`src/rtl/led_matrix_pager_if.sv`:
```
// ---------------------------------------------------------------------------
// led_matrix_pager_if
//
// Bundles everything between the debug source (processor / top-level wiring)
// and the LED pager, plus the pins the pager drives toward the board.
//
//   page_data     master -> slave  flattened pages, column c of page p at
//                                  [(p*COLUMNS+c)*ROWS +: ROWS]
//   auto_cycle    master -> slave  1 = advance pages automatically
//   select_valid  master -> slave  one-cycle page jump request
//   select_page   master -> slave  requested page index
//   freeze        master -> slave  level, hold a snapshot while high
//   led_rows      slave -> master  registered row drive
//   led_columns   slave -> master  registered one-hot column enable
//   current_page  slave -> master  page currently displayed
//   frozen        slave -> master  1 while the snapshot is displayed
//   freeze_state  slave -> master  raw state of the freeze FSM (debug)
//
// Handshake: select_valid/select_page form a valid-only request with no ready.
// A request is consumed in the single cycle select_valid is high; a page index
// outside 0..PAGES-1 is dropped without effect. There is no back-pressure.
// ---------------------------------------------------------------------------
interface led_matrix_pager_if #(
  parameter int ROWS    = 8,
  parameter int COLUMNS = 4,
  parameter int PAGES   = 4
);
  localparam int PW = (PAGES > 1) ? $clog2(PAGES) : 1;

  logic [PAGES*COLUMNS*ROWS-1:0] page_data;
  logic                          auto_cycle;
  logic                          select_valid;
  logic [PW-1:0]                 select_page;
  logic                          freeze;
  logic [ROWS-1:0]               led_rows;
  logic [COLUMNS-1:0]            led_columns;
  logic [PW-1:0]                 current_page;
  logic                          frozen;
  logic                          freeze_state;

  modport master (
    output page_data, auto_cycle, select_valid, select_page, freeze,
    input  led_rows, led_columns, current_page, frozen, freeze_state
  );

  modport slave (
    input  page_data, auto_cycle, select_valid, select_page, freeze,
    output led_rows, led_columns, current_page, frozen, freeze_state
  );
endinterface

```
`src/rtl/led_matrix_pager.sv`:
```
// ---------------------------------------------------------------------------
// led_matrix_pager
//
// Time-multiplexes a ROWS x COLUMNS LED matrix one column at a time and shows
// one of PAGES debug pages. Pages advance automatically every PAGE_FRAMES
// frames when auto_cycle is set, or jump on a select request. Raising freeze
// snapshots every page at once so an error state stays readable while the
// source keeps changing; scanning and paging continue over the snapshot.
//
// Ports:
//   clk    system clock, single domain
//   reset  synchronous, active-high
//   bus    led_matrix_pager_if.slave (page data, paging controls, freeze,
//          LED row/column drive, current page, frozen flag, FSM debug state)
//
// All LED outputs are registered. Each register is loaded from the *next*
// scan/page/freeze state so that a column change, its blanking window and a
// page_data change all appear on the pins on the edge that causes them.
// ---------------------------------------------------------------------------
module led_matrix_pager #(
  parameter int ROWS         = 8,
  parameter int COLUMNS      = 4,
  parameter int PAGES        = 4,
  parameter int SCAN_CYCLES  = 1024,
  parameter int BLANK_CYCLES = 16,
  parameter int PAGE_FRAMES  = 64,
  parameter int ACTIVE_LOW   = 1
) (
  input  logic               clk,
  input  logic               reset,
  led_matrix_pager_if.slave  bus
);

  // -------------------------------------------------------------------------
  // Derived widths and sized constants
  // -------------------------------------------------------------------------
  localparam int PW     = (PAGES > 1)       ? $clog2(PAGES)       : 1;
  localparam int CW     = (COLUMNS > 1)     ? $clog2(COLUMNS)     : 1;
  localparam int SW     = (SCAN_CYCLES > 1) ? $clog2(SCAN_CYCLES) : 1;
  localparam int FW     = (PAGE_FRAMES > 1) ? $clog2(PAGE_FRAMES) : 1;
  localparam int NWORDS = PAGES * COLUMNS;
  localparam int IW     = (NWORDS > 1)      ? $clog2(NWORDS)      : 1;
  localparam int TOTAL  = NWORDS * ROWS;

  localparam logic [SW-1:0] SCAN_LAST  = SW'(SCAN_CYCLES - 1);
  localparam logic [CW-1:0] COL_LAST   = CW'(COLUMNS - 1);
  localparam logic [PW-1:0] PAGE_LAST  = PW'(PAGES - 1);
  // The frame counter runs 0..PAGE_FRAMES-1; the advance happens on the
  // boundary that would take it to PAGE_FRAMES.
  localparam logic [FW-1:0] FRAME_LAST = FW'(PAGE_FRAMES - 1);
  // One bit wider than the values compared against, so the limit itself
  // (which may equal 2**width) is representable.
  localparam logic [SW:0]   BLANK_LIM  = (SW+1)'(BLANK_CYCLES);
  localparam logic [PW:0]   PAGE_LIM   = (PW+1)'(PAGES);

  localparam logic [ROWS-1:0]    ROWS_OFF  = (ACTIVE_LOW != 0) ? '1 : '0;
  localparam logic [COLUMNS-1:0] COL0_HOT  = COLUMNS'(1);
  localparam logic [COLUMNS-1:0] COL0_DRV  = (ACTIVE_LOW != 0) ? ~COL0_HOT : COL0_HOT;

  // -------------------------------------------------------------------------
  // Freeze FSM: LIVE shows page_data, FROZEN shows the snapshot.
  // -------------------------------------------------------------------------
  typedef enum logic {
    ST_LIVE   = 1'b0,
    ST_FROZEN = 1'b1
  } freeze_state_t;

  freeze_state_t state_q, state_n;
  logic          snap_load;

  // -------------------------------------------------------------------------
  // Registers
  // -------------------------------------------------------------------------
  logic [SW-1:0]      scan_q;
  logic [CW-1:0]      col_q;
  logic [PW-1:0]      page_q;
  logic [FW-1:0]      frame_q;
  logic [TOTAL-1:0]   snapshot_q;
  logic [ROWS-1:0]    rows_q;
  logic [COLUMNS-1:0] cols_q;

  // -------------------------------------------------------------------------
  // Next-state signals
  // -------------------------------------------------------------------------
  logic [SW-1:0]      scan_n;
  logic [CW-1:0]      col_n;
  logic [PW-1:0]      page_n;
  logic [FW-1:0]      frame_n;
  logic               scan_wrap;
  logic               frame_edge;
  logic               select_ok;
  logic               use_snap;
  logic               blank_n;
  logic [TOTAL-1:0]   src;
  logic [ROWS-1:0]    word_arr [NWORDS];
  logic [IW-1:0]      word_idx;
  logic [ROWS-1:0]    row_word;
  logic [ROWS-1:0]    rows_n;
  logic [COLUMNS-1:0] col_hot;
  logic [COLUMNS-1:0] cols_n;

  // -------------------------------------------------------------------------
  // Freeze FSM next state. Entering FROZEN is the rising edge of freeze as
  // seen from LIVE, so a freeze held through reset counts as a new edge.
  // -------------------------------------------------------------------------
  always_comb begin
    state_n   = state_q;
    snap_load = 1'b0;
    case (state_q)
      ST_LIVE: begin
        if (bus.freeze) begin
          state_n   = ST_FROZEN;
          snap_load = 1'b1;
        end
      end
      ST_FROZEN: begin
        if (!bus.freeze) begin
          state_n = ST_LIVE;
        end
      end
      default: begin
        state_n = ST_LIVE;
      end
    endcase
  end

  // -------------------------------------------------------------------------
  // Scan, column and paging next state
  // -------------------------------------------------------------------------
  always_comb begin
    scan_wrap  = (scan_q == SCAN_LAST);
    frame_edge = scan_wrap && (col_q == COL_LAST);
    scan_n     = scan_wrap ? '0 : scan_q + 1'b1;
    col_n      = col_q;
    if (scan_wrap) begin
      col_n = (col_q == COL_LAST) ? '0 : col_q + 1'b1;
    end

    select_ok = bus.select_valid && ({1'b0, bus.select_page} < PAGE_LIM);
    page_n    = page_q;
    frame_n   = frame_q;

    if (PAGES > 1) begin
      if (!bus.auto_cycle) begin
        frame_n = '0;
      end else if (frame_edge) begin
        if (frame_q == FRAME_LAST) begin
          frame_n = '0;
          page_n  = (page_q == PAGE_LAST) ? '0 : page_q + 1'b1;
        end else begin
          frame_n = frame_q + 1'b1;
        end
      end
      // Applied last so an explicit selection overrides a coincident
      // auto-advance in the same cycle.
      if (select_ok) begin
        page_n  = bus.select_page;
        frame_n = '0;
      end
    end else begin
      page_n  = '0;
      frame_n = '0;
    end
  end

  // -------------------------------------------------------------------------
  // Row/column drive for the next cycle.
  //
  // The snapshot is only read when we are frozen now and stay frozen. On the
  // entry edge the snapshot is being loaded from page_data, so page_data is
  // already the same content; on the exit edge live data must show at once.
  // -------------------------------------------------------------------------
  assign use_snap = (state_q == ST_FROZEN) && (state_n == ST_FROZEN);
  assign src      = use_snap ? snapshot_q : bus.page_data;

  for (genvar g = 0; g < NWORDS; g++) begin : g_words
    assign word_arr[g] = src[g*ROWS +: ROWS];
  end

  always_comb begin
    word_idx = IW'(32'(page_n) * COLUMNS + 32'(col_n));
    row_word = word_arr[word_idx];
    blank_n  = ({1'b0, scan_n} < BLANK_LIM);
    if (blank_n) begin
      rows_n = ROWS_OFF;
    end else if (ACTIVE_LOW != 0) begin
      rows_n = ~row_word;
    end else begin
      rows_n = row_word;
    end
    col_hot = COL0_HOT << col_n;
    cols_n  = (ACTIVE_LOW != 0) ? ~col_hot : col_hot;
  end

  // -------------------------------------------------------------------------
  // State registers
  // -------------------------------------------------------------------------
  always_ff @(posedge clk) begin
    if (reset) begin
      state_q    <= ST_LIVE;
      scan_q     <= '0;
      col_q      <= '0;
      page_q     <= '0;
      frame_q    <= '0;
      snapshot_q <= '0;
      rows_q     <= ROWS_OFF;
      cols_q     <= COL0_DRV;
    end else begin
      state_q <= state_n;
      scan_q  <= scan_n;
      col_q   <= col_n;
      page_q  <= page_n;
      frame_q <= frame_n;
      if (snap_load) begin
        snapshot_q <= bus.page_data;
      end
      rows_q <= rows_n;
      cols_q <= cols_n;
    end
  end

  // -------------------------------------------------------------------------
  // Outputs
  // -------------------------------------------------------------------------
  assign bus.led_rows     = rows_q;
  assign bus.led_columns  = cols_q;
  assign bus.current_page = page_q;
  assign bus.frozen       = (state_q == ST_FROZEN);
  assign bus.freeze_state = state_q;

endmodule
```
`src/flat_wrapper.sv`:
```
// flat-port wrapper written by rule: the top's interface ports become plain ports
module led_matrix_pager_flat 
#(
  parameter int ROWS         = 8,
  parameter int COLUMNS      = 4,
  parameter int PAGES        = 4,
  parameter int SCAN_CYCLES  = 1024,
  parameter int BLANK_CYCLES = 16,
  parameter int PAGE_FRAMES  = 64,
  parameter int ACTIVE_LOW   = 1
)
  (clk, reset, bus_page_data, bus_auto_cycle, bus_select_valid, bus_select_page, bus_freeze, bus_led_rows, bus_led_columns, bus_current_page, bus_frozen, bus_freeze_state);
  led_matrix_pager_if #(.ROWS(ROWS), .COLUMNS(COLUMNS), .PAGES(PAGES)) bus_i ();
  input  logic clk;
  input  logic reset;
  input wire logic [$bits(bus_i.page_data)-1:0] bus_page_data;
  input wire logic [$bits(bus_i.auto_cycle)-1:0] bus_auto_cycle;
  input wire logic [$bits(bus_i.select_valid)-1:0] bus_select_valid;
  input wire logic [$bits(bus_i.select_page)-1:0] bus_select_page;
  input wire logic [$bits(bus_i.freeze)-1:0] bus_freeze;
  output wire logic [$bits(bus_i.led_rows)-1:0] bus_led_rows;
  output wire logic [$bits(bus_i.led_columns)-1:0] bus_led_columns;
  output wire logic [$bits(bus_i.current_page)-1:0] bus_current_page;
  output wire logic [$bits(bus_i.frozen)-1:0] bus_frozen;
  output wire logic [$bits(bus_i.freeze_state)-1:0] bus_freeze_state;
  assign bus_i.page_data = bus_page_data;
  assign bus_i.auto_cycle = bus_auto_cycle;
  assign bus_i.select_valid = bus_select_valid;
  assign bus_i.select_page = bus_select_page;
  assign bus_i.freeze = bus_freeze;
  assign bus_led_rows = bus_i.led_rows;
  assign bus_led_columns = bus_i.led_columns;
  assign bus_current_page = bus_i.current_page;
  assign bus_frozen = bus_i.frozen;
  assign bus_freeze_state = bus_i.freeze_state;
  led_matrix_pager #(.ROWS(ROWS), .COLUMNS(COLUMNS), .PAGES(PAGES), .SCAN_CYCLES(SCAN_CYCLES), .BLANK_CYCLES(BLANK_CYCLES), .PAGE_FRAMES(PAGE_FRAMES), .ACTIVE_LOW(ACTIVE_LOW)) u_core (.clk(clk), .reset(reset), .bus(bus_i));
endmodule
```
`config.mk`:
```
export PLATFORM = sky130hd
export DESIGN_NAME = led_matrix_pager_flat
export DESIGN_NICKNAME = d
export VERILOG_FILES = /design/src/rtl/led_matrix_pager_if.sv /design/src/rtl/led_matrix_pager.sv /design/src/flat_wrapper.sv
export SDC_FILE = /design/constraint.sdc
export NUM_CORES = 1
export LEC_CHECK = 0
export ABC_AREA = 1
export BUFFER_PORTS_ARGS = -buffer_cell sky130_fd_sc_hd__buf_2
export CAP_MARGIN = 0
export CORE_MARGIN = 10
export CORE_UTILIZATION = 51
export CTS_CLUSTER_SIZE = 25
export DETAILED_ROUTE_END_ITERATION = 8
export MAX_ROUTING_LAYER = met4
export PLACE_DENSITY = 0.75
export SLEW_MARGIN = 15
export SYNTH_ARGS = -nofsm -noshare
export SYNTH_HDL_FRONTEND = slang
export SYNTH_SLANG_ARGS = --single-unit
export TNS_END_PERCENT = 5
```
`constraint.sdc`:
```
create_clock -name clk -period 1.74 [get_ports clk]
set_input_delay 0.087 -clock clk [delete_from_list [all_inputs] [get_ports clk]]
set_output_delay 0.087 -clock clk [all_outputs]
set_load 0.01 [all_outputs]
```
==> flow_summary.ini <==
[floorplan]
initial_core_util_pct = 52.2
core_um2 = 16600
die_w_um = 151
ios = 151
dieArea_um2 = 22700
die_y_um = 151
rows = 47

[detailed_routing]
wl_mm = 28.6
firstDrtPassIters = 5
drtIter0Drc = 934
num_vias = 9734
wl_met2_mm = 13.8
wl_met3_mm = 2.03
top_layer = met4
avgRoutedWirePerCell_um = 15.7
drt-met1-wl_mm = 11.8
via_per_inst = 5.34
postRouteAntennaNets = 0
drc = 0

[power_and_ir_drop]
p_per_area_nw_per_um2 = 770
switchingPower_mw = 2.50
pwr-share-comb_pct = 16.6
leakage_nw = 5.91
p_sw_share_pct = 27.1
clock_power_share_pct = 39.8
intPower_mw = 6.73
total_power_mw = 9.24
pwr-share-seq_pct = 43.5
ir_worst_vdd_uv = 741

[outcome]
run_status = finished, violations left
violations = setup timing

[yosys]
ys_types = 31
synth-main-ff-cell = dfxtp_1
syn_avg_cell_area_um2 = 6.59
syn_inst = 1319
synth_most_common_cell = nand2_1
syn_nets = 1458
synth-edff-count = 0
ys_warn_count = 0
ys_ff_latch = 161
synthTopCellsByArea = dfxtp_1, o21ai_0, nand2_1
yosys.area.top_type = dfxtp_1
synth_area_um2 = 8690
synth_common_cells = nand2_1, o21ai_0, inv_1, dfxtp_1, nand3_1
synthArstFlopShare_pct = 0
synth_top_area_share_pct = 37.1
yosysSeqAreaShare_pct = 37.1

[clock_tree]
cts_tree = yes
clock_latency_ns = 0.43
clock_sink_count = 161
htreeDepth = 4
clock-root-buffer = clkbuf_16
cts.clk_slew.worst_paths_ns = 0.06
cts_buffers = 17
max-clock-path-buffers = 2

[sta]
fin_crit_sh_pct = 110
setup_ws_ns = -0.179
setup_viol = 11
max_freq_mhz = 521
hold_ws_ns = 0.0000411
slew_viol_final = 0
slew-limit-headroom_pct = 60.2
report.final.hold_viol_count = 0
skew_ns = 0.00976
min_period_ns = 1.92
worstMarginPinSlew_ns = 0.597
grt_setup_unrepaired = yes

[placed_design]
portBuffers = 150
gp_congestion = 0.913
dp.final_hpwl_mm = 18.1

[finish]
drive_above_1_share_pct = 20.1
final_nets = 1730
fillCellCount = 1292
final_core_util_pct = 72.1
area_growth_pct = 38.0

[hold_path]
whs_path_depth = 3
min-delay-start = bus_page_data[8]
hp-class = in -> reg
hold_end = u_core.snapshot_q[8]

[critical_path]
worstPathArrival_ns = 2.24
critPathMaxFanout = 8
crit_path_start_kind = flop
crit_type = reg -> reg
r2r_end = u_core.bus.led_rows[3]
critPathRequiredTime_ns = 2.06
reg2reg_from = u_core.scan_q[1]
crit_path_end_kind = flop
r2r_cells = 12
rrSetupSlack_ns = -0.18

[global_route]
grt_pass1_vias = 9519
overflow = 0
antenna_found_initial = 1
grtUsageTotal_pct = 25.7
grt_max_degree = 131
grt_pass1_wl_mm = 46.1

[job]
maxCapViolCount = 0
[cells by family after synthesis]
group           Yosys count  share of synthesized area, %
compound gates          327                          18.9
xor+xnor                  3                         0.302
fa+ha+maj                 4                         0.576
simple gates            527                          27.6
mux                      24                          2.95
flops                   161                          37.1
buf+inv                 273                          12.6
[placed cells by master (no fill, tap or decap), drive strengths merged, types with 2 or more instances in the layout]
cell / synthesis / final
nand2: 261 / 262
o21ai: 216 / 216
buf: 25 / 212
inv: 183 / 184
dfxtp: 161 / 161
nand3: 139 / 139
dlygate4sd3: 0 / 130
a21oi: 109 / 109
nor2: 81 / 81
or2: 29 / 29
clkbuf: 65 / 17
nand4: 14 / 14
mux2: 13 / 13
mux2i: 11 / 11
clkinv: 0 / 10
ha: 4 / 4
nand3b: 2 / 2
bufinv: 0 / 2
xnor2: 2 / 2
[state kept, by name, indices dropped and copies added (netlist names)]
name and flops:
u_core.bus.freeze_state 1, u_core.bus.led_rows 8, u_core.col_q 2, u_core.bus.current_page 2, u_core.frame_q 6, u_core.bus.led_columns 4
u_core.snapshot_q 128, u_core.scan_q 10
[worst max-delay path: stages, from the launching register on]
cell,delay (ns)
dfxtp_2,0.35
ha_4,0.15
nand2_4,0.05
nor2_4,0.14
nand3_4,0.11
buf_6,0.15
nor2_8,0.12
nand3_4,0.09
nand3_4,0.17
buf_6,0.15
nand4_1,0.13
nand3_1,0.12
nand3_1,0.07
[repair_timing]
item | CTS | global route
endpoints found under the setup margin | 14 | 14
pin swaps | 6 | 6
setup buffers | 1 | 0
cloned | 1 | 1
hold buffers | 130 | 0
gates resized for setup | 14 | 6
hold endpoints to repair | 135 | 0
[power groups by stage]
stage	sequential, mW	combinational (mW)	clock [mW]
3_3_place_gp	4.08	1.23	0
5_1_grt	4.04	1.72	3.83
4_1_cts	4.01	1.49	3.70
6_report	4.02	1.54	3.68
3_5_place_dp	4.09	1.25	0
2_1_floorplan	4.07	0.813	0
[routing by layer]
metal | vias to the layer above | global-route usage (%)
met4 | 0 | 11.2
met3 | 76 | 5.58
met2 | 410 | 40.8
met5 | - | -
met1 | 4445 | 30.8
li1 | 4803 | -
[through the flow]
| stage | setup slack (ns) | cell area [µm²] | cells | TNS [ns] |
|---|---|---|---|---|
| after floorplan | 0.00517 | 8720 | 1319 | 0 |
| after global placement | -0.154 | 9990 | 1659 | -1.47 |
| after detailed placement | -0.191 | 9990 | 1659 | -1.88 |
| after CTS | -0.147 | 12000 | 1822 | -1.17 |
| after global routing | -0.288 | 12000 | 1824 | -2.85 |
| final | -0.179 | 12000 | 1824 | -1.35 |
[final cells by class]
type	count	area [µm²]	share of cell area, %
multi-input combinational	886	4480	37.4
sequential	161	3230	26.9
timing repair buffer	342	2750	22.9
inverter	183	694	5.79
clock buffer	17	425	3.55
tap	220	275	2.29
clock inverter	14	141	1.18
antenna	1	2.50	0.0209
[worst max-delay path by stage]
| stage | from | to | slack [ns] | depth (start not counted) |
|---|---|---|---|---|
| 6_report | u_core.scan_q[1] | u_core.bus.led_rows[3] | -0.18 | 12 |
| 4_1_cts | u_core.scan_q[1] | u_core.bus.led_rows[4] | -0.15 | 13 |
| 5_1_grt | u_core.scan_q[1] | u_core.bus.led_rows[3] | -0.29 | 12 |
| 3_3_place_gp | u_core.scan_q[1] | u_core.bus.led_rows[4] | -0.15 | 13 |
| 3_5_place_dp | u_core.scan_q[1] | u_core.bus.led_rows[4] | -0.19 | 13 |
| 2_1_floorplan | u_core.scan_q[1] | u_core.bus.led_rows[4] | 0.005 | 12 |
Power figures use the tool's default switching activity.
